==> src/rtl/alu_cmd_sequencer.sv <==
// ---------------------------------------------------------------------------
// alu_cmd_sequencer
//   Feeds a combinational Alu from a small command FIFO. Commands are issued
//   one at a time in arrival order. Each result is captured into a result
//   register and a running accumulator, then returned over a valid/ready
//   channel.
//
// Ports
//   i_clk, i_rst        rising-edge clock, synchronous active-high reset
//   i_cmd_valid         command present
//   o_cmd_ready         FIFO can accept (registered)
//   i_cmd_op            Alu selector code
//   i_cmd_a, i_cmd_b    operands (a ignored when i_cmd_use_acc=1)
//   i_cmd_use_acc       take operand A from the accumulator at issue time
//   i_acc_clr           synchronous accumulator clear
//   o_alu_A/B/sel       registered drive to the Alu
//   i_alu_res           Alu result (combinational)
//   o_res_valid         result present
//   i_res_ready         consumer accepts result
//   o_res_data          captured result
//   o_res_err           command carried an illegal op
//   o_acc               accumulator
//   o_fifo_count        commands queued and not yet popped
//
// States
//   state    | meaning
//   ---------+-----------------------------------------------------------
//   ST_IDLE  | waiting for a queued command; pops and loads the Alu inputs
//   ST_ISSUE | Alu settling; result captured at the closing edge
//   ST_DONE  | result held on the output channel until accepted
// ---------------------------------------------------------------------------
module alu_cmd_sequencer #(
    parameter int WIDTH  = 4,
    parameter int DEPTH  = 4,
    parameter int MAX_OP = 12
) (
    input  logic                         i_clk,
    input  logic                         i_rst,
    input  logic                         i_cmd_valid,
    output logic                         o_cmd_ready,
    input  logic [3:0]                   i_cmd_op,
    input  logic [WIDTH-1:0]             i_cmd_a,
    input  logic [WIDTH-1:0]             i_cmd_b,
    input  logic                         i_cmd_use_acc,
    input  logic                         i_acc_clr,
    output logic [WIDTH-1:0]             o_alu_A,
    output logic [WIDTH-1:0]             o_alu_B,
    output logic [3:0]                   o_alu_sel,
    input  logic [WIDTH-1:0]             i_alu_res,
    output logic                         o_res_valid,
    input  logic                         i_res_ready,
    output logic [WIDTH-1:0]             o_res_data,
    output logic                         o_res_err,
    output logic [WIDTH-1:0]             o_acc,
    output logic [$clog2(DEPTH+1)-1:0]   o_fifo_count
);

    localparam int CW = $clog2(DEPTH + 1);
    localparam int PW = $clog2(DEPTH);

    typedef struct packed {
        logic [3:0]       op;
        logic [WIDTH-1:0] a;
        logic [WIDTH-1:0] b;
        logic             use_acc;
    } cmd_t;

    typedef enum logic [1:0] {
        ST_IDLE  = 2'd0,
        ST_ISSUE = 2'd1,
        ST_DONE  = 2'd2
    } state_t;

    // command FIFO
    cmd_t            r_mem [DEPTH];
    logic [PW-1:0]   r_wr_ptr;
    logic [PW-1:0]   r_rd_ptr;
    logic [CW-1:0]   r_count;
    logic            r_cmd_ready;

    // sequencer
    state_t          r_state;
    logic [WIDTH-1:0] r_alu_A;
    logic [WIDTH-1:0] r_alu_B;
    logic [3:0]      r_alu_sel;
    logic            r_err;
    logic            r_res_valid;
    logic [WIDTH-1:0] r_res_data;
    logic            r_res_err;
    logic [WIDTH-1:0] r_acc;

    logic            w_push;
    logic            w_pop;
    cmd_t            w_head;
    logic            w_head_illegal;
    logic [CW-1:0]   w_count_nxt;

    assign w_push         = i_cmd_valid && r_cmd_ready;
    assign w_pop          = (r_state == ST_IDLE) && (r_count != '0);
    assign w_head         = r_mem[r_rd_ptr];
    assign w_head_illegal = (w_head.op > 4'(MAX_OP));

    always_comb begin
        w_count_nxt = r_count;
        case ({w_push, w_pop})
            2'b10:   w_count_nxt = r_count + CW'(1);
            2'b01:   w_count_nxt = r_count - CW'(1);
            default: w_count_nxt = r_count;
        endcase
    end

    // FIFO storage and pointers. Ready is registered from the next count so
    // it never asserts while the FIFO is full; pointers wrap naturally since
    // DEPTH is a power of two.
    always_ff @(posedge i_clk) begin
        if (i_rst) begin
            r_wr_ptr    <= '0;
            r_rd_ptr    <= '0;
            r_count     <= '0;
            r_cmd_ready <= 1'b0;
        end else begin
            if (w_push) begin
                r_mem[r_wr_ptr] <= '{op: i_cmd_op, a: i_cmd_a, b: i_cmd_b,
                                     use_acc: i_cmd_use_acc};
                r_wr_ptr        <= r_wr_ptr + PW'(1);
            end
            if (w_pop) begin
                r_rd_ptr <= r_rd_ptr + PW'(1);
            end
            r_count     <= w_count_nxt;
            r_cmd_ready <= (w_count_nxt < CW'(DEPTH));
        end
    end

    always_ff @(posedge i_clk) begin
        if (i_rst) begin
            r_state     <= ST_IDLE;
            r_alu_A     <= '0;
            r_alu_B     <= '0;
            r_alu_sel   <= '0;
            r_err       <= 1'b0;
            r_res_valid <= 1'b0;
            r_res_data  <= '0;
            r_res_err   <= 1'b0;
            r_acc       <= '0;
        end else begin
            // Clear applies in every state; the ISSUE capture below is a
            // later assignment and therefore takes priority.
            if (i_acc_clr) begin
                r_acc <= '0;
            end
            case (r_state)
                ST_IDLE: begin
                    if (w_pop) begin
                        if (w_head_illegal) begin
                            r_alu_A   <= '0;
                            r_alu_B   <= '0;
                            r_alu_sel <= '0;
                            r_err     <= 1'b1;
                        end else begin
                            r_alu_A   <= w_head.use_acc ? r_acc : w_head.a;
                            r_alu_B   <= w_head.b;
                            r_alu_sel <= w_head.op;
                            r_err     <= 1'b0;
                        end
                        r_state <= ST_ISSUE;
                    end
                end
                ST_ISSUE: begin
                    r_res_data  <= r_err ? '0 : i_alu_res;
                    r_res_err   <= r_err;
                    r_res_valid <= 1'b1;
                    if (!r_err) begin
                        r_acc <= i_alu_res;
                    end
                    r_state <= ST_DONE;
                end
                ST_DONE: begin
                    if (i_res_ready) begin
                        r_res_valid <= 1'b0;
                        r_state     <= ST_IDLE;
                    end
                end
                default: r_state <= ST_IDLE;
            endcase
        end
    end

    assign o_cmd_ready  = r_cmd_ready;
    assign o_alu_A      = r_alu_A;
    assign o_alu_B      = r_alu_B;
    assign o_alu_sel    = r_alu_sel;
    assign o_res_valid  = r_res_valid;
    assign o_res_data   = r_res_data;
    assign o_res_err    = r_res_err;
    assign o_acc        = r_acc;
    assign o_fifo_count = r_count;

endmodule

==> config.mk <==
export PLATFORM = sky130hd
export DESIGN_NAME = alu_cmd_sequencer
export DESIGN_NICKNAME = d
export VERILOG_FILES = /design/src/rtl/alu_cmd_sequencer.sv
export SDC_FILE = /design/constraint.sdc
export NUM_CORES = 1
export LEC_CHECK = 0
export CAP_MARGIN = 20
export CORE_ASPECT_RATIO = 1.75
export CORE_UTILIZATION = 57
export CTS_CLUSTER_SIZE = 14
export DETAILED_ROUTE_END_ITERATION = 12
export HOLD_SLACK_MARGIN = 0.08
export PLACE_DENSITY_LB_ADDON = 0.05
export SYNTH_ARGS = -nofsm -noshare
export SYNTH_HDL_FRONTEND = slang
export SYNTH_SLANG_ARGS = --single-unit
==> constraint.sdc <==
create_clock -name i_clk -period 3.4 [get_ports i_clk]
set_clock_uncertainty 0.15 [all_clocks]
set_input_delay 0.34 -clock i_clk [delete_from_list [all_inputs] [get_ports i_clk]]
set_output_delay 0.34 -clock i_clk [all_outputs]
set_load 0.01 [all_outputs]
==> metrics.txt <==
DP Area 3835 um2; worst-path fanout max 13; largest net degree at the start of global routing 31; final hold vios 0; Synth Instances 217; gr usage total 0.1955; leakage about 0.0014 uW; max-slew violations 0; Num CTS Buffers 9; WP data arrival approximately 2700 ps; layout cells sized above 1 0.1131; Layout area overhead 23.00%; DRC Markers 0; crit share post-route 0.7428; number of global-route vias before repair about 1800; Clk Tree Root Cell clkbuf_8; CP endpoint kind flop; setup slack, reg-to-reg 870 ps; I/O pin count 48; worst skew pair latency 360 ps; worst setup margin between 800 and 900 ps; die area around 6000 um2; vias per cell 5.297; setup TNS 0 ps; hold-fix buffers at CTS 0; pwr/cell area between 700 and 800 nW/um2; CP max stage delay 390 ps; Max IR drop VDD 0.4628 mV; fin util 0.7272; unrepaired setup endpoints after global routing no; RR Startpoint o_fifo_count[0]; Post-Syn Nets ~250; Post-Synthesis Cell Area 3302 um2; R2R cell count 9; Antenna Nets Post-Route 0; WL per Instance around 15 um; Yosys cell types 33; Final nets 297; FP Rows 36; Place WS 884.3 ps; post-route cell area 4061 um2; crit-path cells nor3_1, or3_1, inv_1, ha_1, fa_1, xnor2_1, nor2_1, xor2_1, nor2b_1; Die Span X 59.54 um; Post-CTS Setup Inserts 0; slowest library cell on the worst path or3_1; Ant. Diodes 0; global-route wire length before repair 8445 um; CTS tree built; Post-Route WL between 5000 and 6000 um; CP required between 3000 and 4000 ps; Worst-path clk slew 90 ps; Final Wtd Congestion 0.7160; buffers and inverters on the worst path 1; Worst path depth 9; FMAX a little under 400 MHz; Slew headroom 0.5397; syn_area_per_cell 15.22 um2; Synth warnings 0; initial antenna violation count 0; Via Count approximately 1900; H-tree depth 3; Critical path origin o_fifo_count[0]; GRT overflow 0; die height 102.7 um; Seq/Total Area, Yosys 0.6851; Top delay family on crit path simple AND/OR/NAND/NOR gates; CTS Buffer Depth 2; Final min period ~2500 ps; core region area 5585 um2; Port Buffers 47; worst slew pin tran 690.4 ps; clk sinks 87; Yosys reg bits 87; drt pass-1 iters 4; setup violators final 0; startpoint types flop; max cap viols 0; CP Class reg -> reg; status complete, no violations; DP HPWL about 3700 um; DR iter-0 viols 109; Initial Util 0.5912; Hold Crit Class reg -> reg; cts repair resizes 0; filler instances approximately 400
registers in the layout, indices dropped and copies added (netlist names), 4 cells and up, named ones only:
name	cells
o_acc	4
o_alu_A	4
r_mem	52
o_res_data	4
o_alu_B	4
o_alu_sel	4
cell families after synthesis:
logic type	after synthesis	share of synthesized area
flip-flops	87	0.6851
multiplexers	19	0.1114
XOR/XNOR	6	0.01591
adder cells (fa/ha/maj)	6	0.02501
AO/OA/AOI/OAI	27	0.05229
buffers and inverters	13	0.02122
AND/OR/NAND/NOR	59	0.08905
where the power goes:
group / switching [uW] / internal (uW) / total, uW
combinational: 398 / 423 / 821
sequential: 94.8 / 1260 / 1350
clock: 375 / 424 / 798
total: 867 / 2110 / 2970
cell usage after synthesis:
| cell type | instances | area share |
|---|---|---|
| o2bb2ai_1 | 4 | 0.011 |
| nand3_1 | 6 | 0.0091 |
| mux2i_1 | 6 | 0.018 |
| nor2_1 | 13 | 0.015 |
| ha_1 | 5 | 0.019 |
| edfxtp_1 | 52 | 0.47 |
| nand3b_1 | 4 | 0.0091 |
| a221oi_1 | 1 | 0.0027 |
| or2_2 | 1 | 0.0019 |
| xor2_1 | 2 | 0.0053 |
| nor2b_1 | 2 | 0.0038 |
| buf_8 | 1 | 0.0045 |
| buf_2 | 2 | 0.0030 |
| and2_1 | 4 | 0.0076 |
| mux4_1 | 4 | 0.032 |
| nand3b_4 | 1 | 0.0061 |
| nor4b_1 | 1 | 0.0027 |
| nor3_1 | 1 | 0.0015 |
| or3_1 | 1 | 0.0019 |
| inv_1 | 4 | 0.0045 |
| or2_1 | 1 | 0.0019 |
| o21bai_1 | 1 | 0.0023 |
| o21ai_0 | 1 | 0.0015 |
| nand2_1 | 22 | 0.025 |
| mux4_2 | 9 | 0.061 |
| o211ai_4 | 1 | 0.0064 |
| a21oi_1 | 19 | 0.029 |
| clkbuf_1 | 5 | 0.0057 |
| dfxtp_1 | 35 | 0.21 |
| buf_6 | 1 | 0.0034 |
| nand2b_1 | 2 | 0.0038 |
| fa_1 | 1 | 0.0061 |
| xnor2_1 | 4 | 0.011 |
metal layers:
metal / wire, um / global-route usage / vias to the layer above
li1: - / - / 907
met1: 2226 / 0.2352 / 886
met2: 2698 / 0.3224 / 53
met3: 230 / 0.06274 / 8
met4: 79 / 0.08050 / 0
met5: 0 / 0 / -
worst min-delay path: cells and delay by family (launching register included):
| family | cells | cell delay (ps) |
|---|---|---|
| DFF | 1 | 320 |
| AOI/OAI and AO/OA | 1 | 50 |
| and+or+nand+nor | 1 | 50 |
worst min-delay path by stage:
stage,startpoint,to,slack (ps),cells after the start
after floorplan,i_cmd_use_acc,r_mem[0][0],290,0
after global placement,o_res_data[3],o_res_data[3],290,2
after detailed placement,o_res_data[3],o_res_data[3],300,2
after CTS,o_res_data[3],o_res_data[3],310,2
after global routing,o_res_data[3],o_res_data[3],330,2
final,o_res_data[3],o_res_data[3],310,2
cells in the final DEF, fill, tap and decap left out, drive strengths merged, types with 2 or more instances in the layout:
cell type       n
nand2b          2
xor2            2
nand3           6
nor2           13
ha              5
nand2          22
o2bb2ai         4
dfxtp          35
clkinv          2
mux2i           6
and2            4
or2             2
mux4           13
buf             3
a21oi          19
inv             7
clkdlybuf4s50  47
xnor2           4
bufinv          2
nor2b           2
edfxtp         52
nand3b          5
clkbuf          9
metrics by stage:
stage / hold slack (ps) / std cells / total power [uW]
finish: 309.0 / 350 / 2974
floorplan: 288.9 / 217 / 1908
global route: 329.3 / 350 / 3141
CTS: 307.5 / 350 / 2999
detailed placement: 296.0 / 334 / 2212
global placement: 287.8 / 334 / 2194
area by class of cell:
type,instances,area (um2),area share
flip-flops and latches,87,2262,0.5570
multi-input cells,117,969.7,0.2388
repair buffers,50,493.0,0.1214
clock buffers,9,123.9,0.03050
clock inverters,7,102.6,0.02526
well taps,76,95.09,0.02341
inverters,4,15.01,0.003697
No activity file was read; power rests on OpenSTA's default activity.
